<file path="config.mk">
export PLATFORM = sky130hd
export DESIGN_NAME = twos_to_sign_mag_serial_flat
export DESIGN_NICKNAME = d
export VERILOG_FILES = /design/src/rtl/converters_pkg.sv /design/src/rtl/twos_to_sign_mag_serial_if.sv /design/src/rtl/serial_negate_cell.sv /design/src/rtl/twos_to_sign_mag_serial.sv /design/src/flat_wrapper.sv
export SDC_FILE = /design/constraint.sdc
export NUM_CORES = 1
export LEC_CHECK = 0
export ABC_CLOCK_PERIOD_IN_PS = 3850
export BUFFER_PORTS_ARGS = -buffer_cell sky130_fd_sc_hd__buf_4
export CAP_MARGIN = 20
export CELL_PAD_IN_SITES_DETAIL_PLACEMENT = 1
export CELL_PAD_IN_SITES_GLOBAL_PLACEMENT = 2
export CORE_UTILIZATION = 35
export CTS_BUF_LIST = sky130_fd_sc_hd__clkbuf_8
export CTS_CLUSTER_DIAMETER = 50
export DETAILED_ROUTE_END_ITERATION = 10
export PLACE_DENSITY_LB_ADDON = 0.1
export SLEW_MARGIN = 20
export SYNTH_ARGS = -nofsm -noshare
export SYNTH_HDL_FRONTEND = slang
export SYNTH_SLANG_ARGS = --single-unit
</file>
<file path="constraint.sdc">
create_clock -name clk -period 3.85 [get_ports clk]
set_input_delay 0.5775 -clock clk [delete_from_list [all_inputs] [get_ports clk]]
set_output_delay 0.5775 -clock clk [all_outputs]
set_load 0.02 [all_outputs]
</file>
<file path="src/rtl/converters_pkg.sv">
// Shared definitions for the converter blocks: FSM state encodings and the
// minimum legal word width.
package converters_pkg;

  typedef enum logic [1:0] {
    ST_IDLE  = 2'd0,
    ST_SHIFT = 2'd1,
    ST_DONE  = 2'd2
  } conv_state_t;

  localparam int MIN_N = 2;

endpackage

</file>
<file path="src/rtl/twos_to_sign_mag_serial_if.sv">
// Word-in / result-out handshake bundle for the serial sign-magnitude converter.
interface twos_to_sign_mag_serial_if #(
  parameter int N = 4
);
  logic         in_valid;
  logic         in_ready;
  logic [N-1:0] in_data;
  logic         out_valid;
  logic         out_ready;
  logic         out_sign;
  logic [N-1:0] out_mag;
  logic         out_min;

  modport master (
    output in_valid, in_data, out_ready,
    input  in_ready, out_valid, out_sign, out_mag, out_min
  );

  modport slave (
    input  in_valid, in_data, out_ready,
    output in_ready, out_valid, out_sign, out_mag, out_min
  );
endinterface

</file>
<file path="src/rtl/serial_negate_cell.sv">
// One-bit LSB-first negation step: pass bits through until the first 1 has gone
// by, then invert. With neg low the bit passes unchanged.
module serial_negate_cell (
  input  logic clk,
  input  logic rst,
  input  logic clr,
  input  logic en,
  input  logic neg,
  input  logic b_in,
  output logic r_out
);
  logic seen_one;

  always_ff @(posedge clk) begin
    if (rst)      seen_one <= 1'b0;
    else if (clr) seen_one <= 1'b0;
    else if (en)  seen_one <= seen_one | b_in;
  end

  // seen_one reflects only earlier bits, so the first 1 itself is copied.
  assign r_out = neg ? (b_in ^ seen_one) : b_in;
endmodule

</file>
<file path="src/rtl/twos_to_sign_mag_serial.sv">
// Bit-serial two's-complement to sign-magnitude converter: accepts a word in IDLE,
// shifts it LSB-first through the negate cell for N cycles, presents it in DONE.
module twos_to_sign_mag_serial
  import converters_pkg::*;
#(
  parameter int N = 4
) (
  input  logic                          clk,
  input  logic                          rst,
  twos_to_sign_mag_serial_if.slave      bus,
  output logic                          busy
);
  localparam int CNT_W = (N > 1) ? $clog2(N) : 1;
  localparam logic [N-1:0]     MIN_WORD = {1'b1, {(N-1){1'b0}}};
  localparam logic [CNT_W-1:0] CNT_LAST = CNT_W'(N-1);

  generate
    if (N < MIN_N) begin : g_bad_n
      $error("twos_to_sign_mag_serial: N must be >= %0d", MIN_N);
    end
  endgenerate

  conv_state_t      state, state_d;
  logic [N-1:0]     sr, mag_q;
  logic [CNT_W-1:0] cnt;
  logic             sign_q, min_q;
  logic             accept, shift_en, r;

  always_comb begin
    state_d      = state;
    bus.in_ready = 1'b0;
    bus.out_valid = 1'b0;
    busy         = 1'b0;
    accept       = 1'b0;
    shift_en     = 1'b0;
    case (state)
      ST_IDLE: begin
        bus.in_ready = 1'b1;
        if (bus.in_valid) begin
          accept  = 1'b1;
          state_d = ST_SHIFT;
        end
      end
      ST_SHIFT: begin
        busy     = 1'b1;
        shift_en = 1'b1;
        if (cnt == CNT_LAST) state_d = ST_DONE;
      end
      ST_DONE: begin
        busy          = 1'b1;
        bus.out_valid = 1'b1;
        if (bus.out_ready) state_d = ST_IDLE;
      end
      default: state_d = ST_IDLE;
    endcase
  end

  always_ff @(posedge clk) begin
    if (rst) begin
      state  <= ST_IDLE;
      sr     <= '0;
      cnt    <= '0;
      mag_q  <= '0;
      sign_q <= 1'b0;
      min_q  <= 1'b0;
    end else begin
      state <= state_d;
      if (accept) begin
        sr     <= bus.in_data;
        sign_q <= bus.in_data[N-1];
        min_q  <= (bus.in_data == MIN_WORD);
        cnt    <= '0;
        mag_q  <= '0;
      end else if (shift_en) begin
        sr    <= sr >> 1;
        mag_q <= {r, mag_q[N-1:1]};
        cnt   <= cnt + CNT_W'(1);
      end
    end
  end

  serial_negate_cell u_neg (
    .clk   (clk),
    .rst   (rst),
    .clr   (accept),
    .en    (shift_en),
    .neg   (sign_q),
    .b_in  (sr[0]),
    .r_out (r)
  );

  assign bus.out_sign = sign_q;
  assign bus.out_mag  = mag_q;
  assign bus.out_min  = min_q;
endmodule

</file>
<file path="src/flat_wrapper.sv">
// flat-port wrapper written by rule: the top's interface ports become plain ports
module twos_to_sign_mag_serial_flat import converters_pkg::*;
#(
  parameter int N = 4
)
  (clk, rst, busy, bus_in_valid, bus_in_data, bus_out_ready, bus_in_ready, bus_out_valid, bus_out_sign, bus_out_mag, bus_out_min);
  twos_to_sign_mag_serial_if #(.N(N)) bus_i ();
  input  logic clk;
  input  logic rst;
  output logic busy;
  input wire logic [$bits(bus_i.in_valid)-1:0] bus_in_valid;
  input wire logic [$bits(bus_i.in_data)-1:0] bus_in_data;
  input wire logic [$bits(bus_i.out_ready)-1:0] bus_out_ready;
  output wire logic [$bits(bus_i.in_ready)-1:0] bus_in_ready;
  output wire logic [$bits(bus_i.out_valid)-1:0] bus_out_valid;
  output wire logic [$bits(bus_i.out_sign)-1:0] bus_out_sign;
  output wire logic [$bits(bus_i.out_mag)-1:0] bus_out_mag;
  output wire logic [$bits(bus_i.out_min)-1:0] bus_out_min;
  assign bus_i.in_valid = bus_in_valid;
  assign bus_i.in_data = bus_in_data;
  assign bus_i.out_ready = bus_out_ready;
  assign bus_in_ready = bus_i.in_ready;
  assign bus_out_valid = bus_i.out_valid;
  assign bus_out_sign = bus_i.out_sign;
  assign bus_out_mag = bus_i.out_mag;
  assign bus_out_min = bus_i.out_min;
  twos_to_sign_mag_serial #(.N(N)) u_core (.clk(clk), .rst(rst), .bus(bus_i), .busy(busy));
endmodule
</file>
==> results.ini, run 1 <==
[run_status]
run_status=completed

[die]
rows=15
core_area_um2=1820
die_h_um=47.1
start_util=0.391
dieWidth_um=47.1
dieArea_um2=2220
ioPinCount=17

[critical_path]
critPathKind=flop to output port
cp.required_ns=3.27
critPathLaunchType=flop
r2r_setup_slack_ns=2.10
worst_r2r_path_depth=4
cp_max_fo=5
r2r-end=u_core.state[0]$_SDFFE_PP0P_
startpoint=u_core.state[0]$_SDFFE_PP0P_
r2r-start=u_core.state[1]$_SDFFE_PP0P_
crit_arrival_ns=1.22
critPathCaptureType=output port
crit_end=bus_in_ready

[synth]
ys.flop_type=dfxtp_1
yosys-top-cells-count=dfxtp_1 (15), mux2i_1 (10), nor2_1 (10)
yosysUniqueCellTypes=18
synth_top_area_cell=dfxtp_1
yosysSeqAreaShare=0.422
yosysWarnings=0
postSynthCellCount=74
synth_area_leaders=dfxtp_1 (42%), mux2i_1 (14%), ha_1 (12%)
synth.most_common_cell=dfxtp_1
synthDominantCellAreaShare=0.422
synthArstFlopShare=0
syn_area_per_cell_um2=9.62
syn-num-nets=89
synth_edf_count=0
ys_ff_latch=15
syn_area_um2=712

[clocking]
cts_tree=done
cts_setup_buffers=0
post_cts_resized=0
clockBufferDepth=2
cts_made_buffers=3
ctsHtreeMaxLevel=1
cts.sinks=15
path_clk_slew_ns=0.06
clk_latency_ns=0.25
cts_root_buf=clkbuf_8
holdBufCountCts=0

[power]
vdd_drop_max_mv=0.316
total_power_uw=565
power_leakage_nw=0.374
pwr_density_cell_nw_per_um2=636

[drt]
finalWirelength_mm=1.45
route.antenna.remaining_nets=0
drc_errors=0
wl_per_cell_um=12.5
dr.pass1.iters=4
drt_iter0_drc=9
vias=575
via_per_inst=4.96

[placement]
gp_congestion=0.681
detailedPlace.worstSlack_ns=2.10
dp_cells=112
portBuffers=16
dp_hpwl_mm=1.08
placed_cell_area_um2=843

[timing]
fmax_ghz=0.555
skew_ns=0.00246
tightestPinTransition_ns=0.647
tns_ns=0
whs_ns=0.459
hold_viol=0
rsz0062_at_grt=false
final-max-slew-violation-count=0
maxSlewHeadroom=0.569
setup_viol=0
layout_min_cycle_time_ns=1.80
setup_ws_ns=2.05
period_share=0.468

[final_layout]
multi_input_area_um2=365
diodes=0
post-route-util=0.488
design_area_um2=888
area_delta_synth_final_pct=24.8
layout-drive-gt1-share=0.209
fill_cells=226
area.sequential_um2=300
nets=107
instances_no_fill=116

[grt]
grt_pass1_wl_mm=2.35
grt_max_degree=15
grt_pass1_vias=525
grt_use_total=0.155
antenna_found_initial=0
overflow=0

[min_path]
hp-class=flop to flop
min_from=u_core.bus.out_min$_SDFFE_PP0P_

[run]
maxCapViolations=0

-- power by group --
group	leakage, nW	internal (mW)	switching [mW]
Sequential	0.123	0.187	0.0231
Combinational	0.224	0.102	0.129
Clock	0.0269	0.0706	0.0542
Total	0.374	0.359	0.206
-- layout by cell type (no fill, tap or decap) --
master	n
a211oi_1	5
clkbuf_8	3
buf_4	16
inv_1	6
dfxtp_1	15
nand2_1	3
nor4b_1	1
nand2b_1	5
nand3b_1	1
mux2i_1	10
xnor2_1	1
a21oi_1	3
nand3_1	2
clkinv_1	2
a222oi_1	1
nor2_1	10
ha_1	7
-- area by class of cell --
class,instances,area share
Tap cell,25,0.0352
Inverter,7,0.0296
Timing Repair Buffer,16,0.135
Multi-Input combinational cell,49,0.411
Clock inverter,1,0.00423
Sequential cell,15,0.338
Clock buffer,3,0.0465
-- cell families after synthesis --
logic type | count (synthesis) | share of synthesized area
flip-flops | 15 | 0.422
AO/OA/AOI/OAI | 9 | 0.0879
buffers and inverters | 10 | 0.0650
AND/OR/NAND/NOR | 22 | 0.149
XOR/XNOR | 1 | 0.0123
multiplexers | 10 | 0.141
adder cells (fa/ha/maj) | 7 | 0.123
-- routing by layer --
metal / vias to the layer above / track usage / routed length [um]
li1: 282 / - / -
met1: 277 / 0.189 / 638
met2: 11 / 0.253 / 743
met4: 0 / 0.0514 / 16
met3: 5 / 0.0577 / 48
met5: - / 0 / 0
-- critical path, stage by stage (launching register included) --
cell	delay, ns
dfxtp_1	0.40
inv_1	0.11
ha_1	0.28
buf_4	0.18
-- sequential cells by signal, indices dropped and copies added, names as in the netlist --
register / flops
u_core.cnt: 2
u_core.state: 2
u_core.bus.out_sign: 1
u_core.bus.out_min: 1
u_core.u_neg.seen_one: 1
u_core.bus.out_mag: 4
u_core.sr: 4
-- how the worst min path moves through the flow --
stage	endpoint	slack, ns	cells past startpoint
after CTS	u_core.bus.out_min$_SDFFE_PP0P_	0.47	2
after floorplan	u_core.u_neg.seen_one$_SDFFE_PP0N_	0.46	2
final	u_core.bus.out_min$_SDFFE_PP0P_	0.46	2
after detailed placement	u_core.bus.out_min$_SDFFE_PP0P_	0.46	2
after global routing	u_core.bus.out_min$_SDFFE_PP0P_	0.49	2
after global placement	u_core.bus.out_min$_SDFFE_PP0P_	0.44	2
Power figures use the tool's default switching activity.
==> run 2, diff against run 1 <==
--- a/config.mk
+++ b/config.mk
@@ -5,12 +5,12 @@
 export SDC_FILE = /design/constraint.sdc
 export NUM_CORES = 1
 export LEC_CHECK = 0
-export ABC_CLOCK_PERIOD_IN_PS = 3850
+export ABC_CLOCK_PERIOD_IN_PS = 1740
 export BUFFER_PORTS_ARGS = -buffer_cell sky130_fd_sc_hd__buf_4
 export CAP_MARGIN = 20
 export CELL_PAD_IN_SITES_DETAIL_PLACEMENT = 1
 export CELL_PAD_IN_SITES_GLOBAL_PLACEMENT = 2
-export CORE_UTILIZATION = 35
+export CORE_UTILIZATION = 32
 export CTS_BUF_LIST = sky130_fd_sc_hd__clkbuf_8
 export CTS_CLUSTER_DIAMETER = 50
 export DETAILED_ROUTE_END_ITERATION = 10
==> constraint.sdc (replaced) <==
create_clock -name clk -period 1.74 [get_ports clk]
set_input_delay 0.261 -clock clk [delete_from_list [all_inputs] [get_ports clk]]
set_output_delay 0.261 -clock clk [all_outputs]
set_load 0.02 [all_outputs]
==> results.ini, run 2 (synthesis gave the netlist of run 1 again) <==
[run_status]
run_status=completed

[grt]
overflow=0  ; unchanged
grt_pass1_wl_mm=2.50  ; +6.2%
grt_max_degree=14  ; -1
antenna_found_initial=0  ; unchanged
grt_use_total=0.139  ; -0.0166
grt_pass1_vias=577  ; +9.9%

[critical_path]
cp_max_fo=5  ; unchanged
crit_family=compound AO/OA/AOI/OAI gates
r2r_setup_slack_ns=0.26  ; -1.84 ns
critPathLaunchType=flop
crit_slowest_cell=a222oi_1
r2r-end=u_core.state[0]$_SDFFE_PP0P_
critPathKind=flop to flop
critPathCaptureType=flop
r2r-start=u_core.state[0]$_SDFFE_PP0P_
cp.required_ns=1.91  ; -1.36 ns
slowest_delay_ns=0.44  ; +0.04 ns
crit_arrival_ns=1.66  ; +0.44 ns
path_depth=4  ; +1
worstPathCellList=inv_1 -> ha_1 -> a222oi_1 -> mux2i_1
crit_end=u_core.state[0]$_SDFFE_PP0P_
path_buf_inv=1  ; -1
worst_r2r_path_depth=4  ; unchanged
startpoint=u_core.state[0]$_SDFFE_PP0P_

[timing]
setup_viol=0  ; unchanged
maxSlewHeadroom=0.648  ; +0.0796
tns_ns=0  ; unchanged
skew_ns=0.00357  ; +0.00111 ns
fmax_ghz=0.675
rsz0062_at_grt=false
final-max-slew-violation-count=0  ; unchanged
setup_ws_ns=0.258  ; -1.79 ns
period_share=0.852
hold_viol=0  ; unchanged
layout_min_cycle_time_ns=1.48
tightestPinTransition_ns=0.527  ; -0.119 ns
whs_ns=0.257  ; -0.203 ns

[die]
ioPinCount=17  ; unchanged
core_area_um2=2020  ; +11%
die_h_um=49.2  ; +4.4%
dieArea_um2=2420  ; +9.0%
dieWidth_um=49.2  ; +4.4%
rows=16  ; +1
start_util=0.352  ; -0.0390

[clocking]
cts_tree=done
cts_setup_buffers=0  ; unchanged
cts_made_buffers=3  ; unchanged
clk_latency_ns=0.24  ; about the same
post_cts_resized=0  ; unchanged
path_clk_slew_ns=0.06  ; about the same
cts_root_buf=clkbuf_8
cts.sinks=15  ; unchanged
ctsHtreeMaxLevel=1  ; unchanged
clockBufferDepth=2  ; unchanged
holdBufCountCts=0  ; unchanged

[drt]
drt_iter0_drc=14  ; +5
dr.pass1.iters=4  ; unchanged
wl_per_cell_um=11.7  ; -6.5%
finalWirelength_mm=1.40  ; -3.3%
drc_errors=0  ; unchanged
route.antenna.remaining_nets=0  ; unchanged
vias=556  ; -3.3%
via_per_inst=4.63  ; -6.5%

[run]
maxCapViolations=0  ; unchanged

[final_layout]
diodes=0  ; unchanged
area_delta_synth_final_pct=27.4
design_area_um2=907  ; +2.1%
nets=109  ; +1.9%
final_common_cell=buf_4
layout-drive-gt1-share=0.237  ; +0.0278
final_cell_mix=buf_4 (18), dfxtp_1 (15), mux2i_1 (10), nor2_1 (10), ha_1 (7)

[power]
power_leakage_nw=0.382  ; +2.2%
pwr_density_cell_nw_per_um2=1390  ; +120%
vdd_drop_max_mv=0.647  ; +100%

[min_path]
hp-class=input pin to flop
min_from=rst

[placement]
placed_cell_area_um2=861  ; +2.1%
gp_congestion=0.687  ; +0.85%
dp_hpwl_mm=1.09  ; +0.76%
portBuffers=16  ; unchanged
detailedPlace.worstSlack_ns=0.253  ; -1.85 ns

run 2: changes by cell type in the layout (fill, tap and decap cells not counted), sizes merged:
cell    delta
clkinv     +1
inv        -1
buf        +2
run 2: layout make-up:
type                    count  area [um^2]
inverters                   7         26.3
clock buffers               3         41.3
well taps                  27         33.8
repair buffers             18          135
multi-input cells          49          365
flip-flops and latches     15          300
fillers                   251         1110
clock inverters             1         5.00
run 2: how the worst min path moves through the flow:
stage	cells after the start	end	slack, ns
detailed placement	2	u_core.bus.out_min$_SDFFE_PP0P_	0.46
global placement	2	u_core.bus.out_min$_SDFFE_PP0P_	0.44
global route	2	u_core.bus.out_sign$_SDFFE_PP0P_	0.27
floorplan	2	u_core.bus.out_min$_SDFFE_PP0P_	0.41
CTS	2	u_core.bus.out_sign$_SDFFE_PP0P_	0.25
finish	2	u_core.bus.out_sign$_SDFFE_PP0P_	0.26
run 2: power by group:
group          internal, mW  total [mW]  switching (mW)
logic                 0.239       0.526           0.286
clock network         0.158       0.274           0.116
registers             0.413       0.461          0.0477
run 2: metrics by stage:
stage / instances / power, mW / utilization
3_3_place_gp: 116 / 0.996 / 0.426
5_1_grt: 120 / 1.37 / 0.449
6_report: 120 / 1.26 / 0.449
3_5_place_dp: 116 / 1.00 / 0.426
4_1_cts: 120 / 1.29 / 0.449
2_1_floorplan: 74 / 0.856 / -
run 2: worst register-to-register path, delay by kind of cell (launching register included):
family / cells / cell delay, ns
AO/OA/AOI/OAI: 1 / 0.44
flip-flops: 1 / 0.38
adder cells (fa/ha/maj): 1 / 0.27
multiplexers: 1 / 0.23
buffers and inverters: 1 / 0.10
run 2: layer usage:
metal,track usage,share of wire
met1,0.166,0.47
met3,0.0405,0.051
met4,0.0735,0.016
met5,0,0
met2,0.221,0.46
